[config.mk]
export PLATFORM = sky130hd
export DESIGN_NAME = fifo_ptr_ctrl
export DESIGN_NICKNAME = d
export VERILOG_FILES = /design/src/rtl/fifo_ptr_ctrl.sv
export SDC_FILE = /design/constraint.sdc
export NUM_CORES = 1
export LEC_CHECK = 0
export CAP_MARGIN = 30
export CORE_UTILIZATION = 35
export CTS_CLUSTER_DIAMETER = 80
export DETAILED_ROUTE_END_ITERATION = 6
export GPL_TIMING_DRIVEN = 0
export PLACE_DENSITY = 0.66
export SYNTH_ARGS = -nofsm -noshare
export SYNTH_HDL_FRONTEND = slang
export SYNTH_SLANG_ARGS = --single-unit
export TNS_END_PERCENT = 5
[constraint.sdc]
create_clock -name clk -period 1.5 [get_ports clk]
set_input_delay 0.225 -clock clk [delete_from_list [all_inputs] [get_ports clk]]
set_output_delay 0.225 -clock clk [all_outputs]
set_load 0.03 [all_outputs]
[src/rtl/fifo_ptr_ctrl.sv]
// fifo_ptr_ctrl: qualifies raw write/read requests against the status flags and
// keeps the wrap-bit write/read pointers for a 2^ADDR_W deep FIFO.
// Optional occupancy and peak-watermark tracking is built when FIFO_PTR_LEVEL_EN is defined.
module fifo_ptr_ctrl #(
    parameter int unsigned ADDR_W = 4
) (
    input  logic              clk,
    input  logic              rst,
    input  logic              wr,
    input  logic              rd,
    input  logic              fifo_full,
    input  logic              fifo_empty,
`ifdef FIFO_PTR_LEVEL_EN
    input  logic              peak_clr,
    output logic [ADDR_W:0]   fifo_level,
    output logic [ADDR_W:0]   fifo_peak,
`endif
    output logic              fifo_we,
    output logic              fifo_rd,
    output logic [ADDR_W:0]   wptr,
    output logic [ADDR_W:0]   rptr
);

    localparam logic [ADDR_W:0] PTR_ONE = {{ADDR_W{1'b0}}, 1'b1};

    logic [ADDR_W:0] wptr_q, wptr_d;
    logic [ADDR_W:0] rptr_q, rptr_d;

    // Gate raw requests with the status flags; full+empty together blocks both sides.
    always_comb begin
        fifo_we = wr & ~fifo_full;
        fifo_rd = rd & ~fifo_empty;
    end

    // Next pointer values; natural overflow of the ADDR_W+1 bit field gives the wrap.
    always_comb begin
        wptr_d = wptr_q;
        rptr_d = rptr_q;
        if (fifo_we) begin
            wptr_d = wptr_q + PTR_ONE;
        end
        if (fifo_rd) begin
            rptr_d = rptr_q + PTR_ONE;
        end
    end

    // Pointer registers, cleared asynchronously.
    always_ff @(posedge clk or posedge rst) begin
        if (rst) begin
            wptr_q <= '0;
            rptr_q <= '0;
        end else begin
            wptr_q <= wptr_d;
            rptr_q <= rptr_d;
        end
    end

    assign wptr = wptr_q;
    assign rptr = rptr_q;

`ifdef FIFO_PTR_LEVEL_EN
    logic [ADDR_W:0] level_q, level_d;
    logic [ADDR_W:0] peak_q, peak_d;

    // Occupancy follows the qualified enables; peak tracks the max of the upcoming level.
    always_comb begin
        level_d = level_q;
        case ({fifo_we, fifo_rd})
            2'b10:   level_d = level_q + PTR_ONE;
            2'b01:   level_d = level_q - PTR_ONE;
            default: level_d = level_q;
        endcase
        peak_d = peak_q;
        if (peak_clr) begin
            peak_d = level_d;
        end else if (level_d > peak_q) begin
            peak_d = level_d;
        end
    end

    // Level and peak registers, cleared asynchronously.
    always_ff @(posedge clk or posedge rst) begin
        if (rst) begin
            level_q <= '0;
            peak_q  <= '0;
        end else begin
            level_q <= level_d;
            peak_q  <= peak_d;
        end
    end

    assign fifo_level = level_q;
    assign fifo_peak  = peak_q;
`endif

endmodule

# --- Yosys cells after proc, flatten, opt, wreduce, memory -nomap -nowiden ---
# Index checks and enable logic that the tools add are counted.
word_totals:
  ramBits: 0
  word_cells: 8
  latch_bits: 0
  inputBits: 6
  register_bits: 10
  output_inout_bits: 12
  romBits: 0
  n_memories: 0
classes:
  mux: 0
  multipliers: 0
  reduce_logical: 0
  n_lt_le_gt_ge: 0
  n_shift: 0
  n_addsub: 2
  eq_ne: 0
  n_bitwise: 4
  div: 0
ops:
  columns: ["cell", "count"]
  rows:
  - ["adder 5 x 1 -> 5 bit, second input constant", 2]
  - ["bitwise AND 1 bit", 2]
  - ["NOT 1 bit", 2]

# --- Logic depth before layout (Yosys ltp) ---
logic_depth:
  ltp_word: 2
  ltp_mapped: 4
  ltp_nobuf: 3

# --- Worst setup path before layout ---
# Ideal clock, no wire load.
synth_timing:
  kind: "register to register"
  start: "register rptr_q[0], in the netlist rptr[0]"
  end: "register rptr_q[1], in the netlist rptr[1]"
  period_less_slack_ns: 1.198
  arrival_ns: 1.073
  path_slack_ns: 0.302
  n_path_buf: 0
  setup_time_ns: 0.125
  required_ns: 1.375
  path_stages_with_launch: 3
  path_cell_list: "dfrtp_1 ha_1 mux2_4"
synth_between:
  elab_chain_len: 1
synth_rtl:
  columns: ["element", "line_no", "source"]
  rows:
  - ["from (decl)", "27", "logic [ADDR_W:0] rptr_q, rptr_d;"]
  - ["from (signal assigned)", "54", "rptr_q <= rptr_d;"]
  - ["adder 5 x 1 -> 5 bit", "43", "rptr_d = rptr_q + PTR_ONE;"]
# No other way between the ends.
# A chain may end at the register's enable or synchronous reset.

# --- Worst setup path after layout ---
layout_timing:
  start: "input port rd"
  end: "output port fifo_rd"
layout_between:
  elab_chain_len: 1
layout_rtl:
  columns: ["element", "line_no", "source"]
  rows:
  - ["from (decl)", "10", "input logic rd,"]
  - ["bitwise AND 1 bit", "32", "fifo_rd = rd & ~fifo_empty;"]
  - ["to (decl)", "19", "output logic fifo_rd,"]
# No other way between the ends.

==> run summary <==
EDFF count, synth - 0
Hold Slack - 0.229 ns
Final ANT Viol Nets - 0
Max Root-Sink Buffers - 2
pre-CTS setup slack - -0.322 ns
drt first pass iters - 1
Setup TNS - 0 ns
# port buffers - 17
synth cell count leaders - 10 x dfrtp_1, 6 x xnor2_1, 4 x nand4_1
crit path max fanout - 6
peak supply drop - 967 uV
clock sinks - 10
Comb pwr share - 47.7%
Int Power - 0.848 mW
ANT cells - 0
DR DRC count - 0
core area - 1170 um2
Pleak - 0.318 nW
distinct cell type count after synthesis - 10
Slew HR - 75.1%
Slew @ Worst Pin - 0.374 ns
syn nets - 41
RSZ-0062 raised after global routing - false
Yosys top cell area share - 54.2%
Synth Instances - 33
clk slew on worst S/H paths - 0.07 ns
worst hold path type - input port to async pin
CP Capture Type - primary output
# Max-Cap Violations - 0
Routability Congestion - 0.643
max-slew violation count - 0
row cnt - 12
via count - 322
Clock Latency Late Sink - 0.26 ns
die height - 38.3 um
critical path launch point - rd
final net count - 63
P&R area growth vs syn - 46.3%
H-tree levels - 1
global route overflow - 0
Fillers - 98
wirelength, routed - 748 um
drt initial violations - 0
sequential share of power - 36.1%
Startpoint Class - input port
hpwl dp - 577 um
CTS root buffer - clkbuf_4
synthesized cell area - 462 um2
placed instance area - 649 um2
Chip Width - 38.3 um
R2R setup slack - 0.41 ns
Psw - 0.648 mW
GRT Total Usage - 12.8%
Final Util - 57.7%
final period utilization - 96.3%
RR Startpoint - rptr[0]
die area - 1470 um2
Clock power frac - 16.2%
Hold-fix buffers, CTS - 0
vias in the first global route - 279
clk_skew - 0.00382 ns
Main synth FF type - dfrtp_1
fmax - 692 MHz
post-route cell area - 676 um2
status - finished clean
CTS tree - yes
initial antenna violation count - 0
Final Critical Period - 1.44 ns
synth top area cells - dfrtp_1 54%, xnor2_1 11%, mux2_4 6.5%, nor2b_4 6.0%, ha_1 5.4%
CP required - 1.27 ns
top-count cell post-synth - dfrtp_1
share of cells above drive strength 1 - 22.2%
Final Setup Violations - 0
Routed wire per std cell - 11.0 um
FF-to-FF End - rptr[1]
YS warnings - 0
final worst-path setup slack - 0.0554 ns
TritonCTS buffer count - 3
#FFs+latches synth - 10
CP Class - input port to primary output
sequential share of the synthesized area - 54.2%
FF-to-FF path depth - 2
Sw Ratio - 43.3%
Worst Path Arrival - 1.22 ns
first-pass GRT wire length - 1230 um
Final Hold Vio Count - 0
post-synth top area cell - dfrtp_1
Initial Util - 39.4%
IO Pins - 18
Async SR Flop Fraction - 100%
Pwr per Cell Area - 2220 nW/um2
routed vias/inst - 4.74
syn_area_per_cell - 14.0 um2
largest net degree at the start of global routing - 11
[critical path, stage by stage]
cell and delay, ns:
clkdlybuf4s50_1 0.45, nor2b_4 0.13, buf_6 0.12, clkdlybuf4s15_2 0.29
[power by group through the flow]
stage | sequential (mW) | combinational (mW) | clock [mW]
final | 0.540 | 0.714 | 0.243
after global placement | 0.541 | 0.800 | 0
after global routing | 0.566 | 0.764 | 0.272
after detailed placement | 0.553 | 0.813 | 0
after CTS | 0.543 | 0.722 | 0.248
after floorplan | 0.805 | 0.218 | 0
[layer usage]
metal	vias up	GRT usage [%]	part of all wire, %
met2	13	18.2	48
met4	0	8.04	1.3
met5	-	0	0
li1	150	-	-
met1	157	17.0	45
met3	2	3.49	5.2
[what timing repair did]
action / 4_1_cts / 5_1_grt
endpoints found under the setup margin: 12 / 0
buffers inserted: 0 / 0
gates resized for setup: 16 / 0
[how the worst max path moves through the flow]
| stage | endpoint | slack [ns] | cells past startpoint |
|---|---|---|---|
| after global placement | fifo_we | -0.31 | 4 |
| final | fifo_rd | 0.06 | 4 |
| after detailed placement | fifo_rd | -0.32 | 4 |
| after global routing | fifo_we | 0.02 | 4 |
| after CTS | fifo_we | 0.05 | 4 |
| after floorplan | rptr[1] | 0.30 | 2 |
[layout by cell type, fill, tap and decap left out, types with 2 or more instances in the layout]
cell             count
nand2_1              2
clkdlybuf4s15_2      2
dlygate4sd2_1       10
mux2_4               2
xnor2_1              6
clkbuf_4             3
clkdlybuf4s50_1      5
ha_1                 2
nor2b_4              2
dfrtp_1             10
buf_6                2
nand4_1              4
xor2_1               2
[through the flow]
stage / power (mW) / cells
floorplan: 1.02 / 33
detailed placement: 1.37 / 64
finish: 1.50 / 68
global placement: 1.34 / 64
global route: 1.60 / 68
CTS: 1.51 / 68
[kinds of logic (layout without fill, tap and decap cells)]
| family | Yosys count | after routing | synth area share (%) |
|---|---|---|---|
| mux | 2 | 2 | 6.50 |
| fa+ha+maj | 2 | 2 | 5.42 |
| buf+inv | 3 | 24 | 5.69 |
| simple gates | 8 | 8 | 13.0 |
| xor+xnor | 8 | 8 | 15.2 |
| flops | 10 | 10 | 54.2 |
[cell type report]
cell class	instances	area, um2	area share [%]
Timing Repair Buffer	17	160	23.7
Tap cell	14	17.5	2.59
Sequential cell	10	250	37.0
Multi-Input combinational cell	20	185	27.4
Inverter	1	3.75	0.556
Buffer	2	22.5	3.33
Clock buffer	4	36.3	5.37
[state kept, by name, summed over array words and instances (netlist names)]
name / count
rptr: 5
wptr: 5
Power figures use the tool's default switching activity.
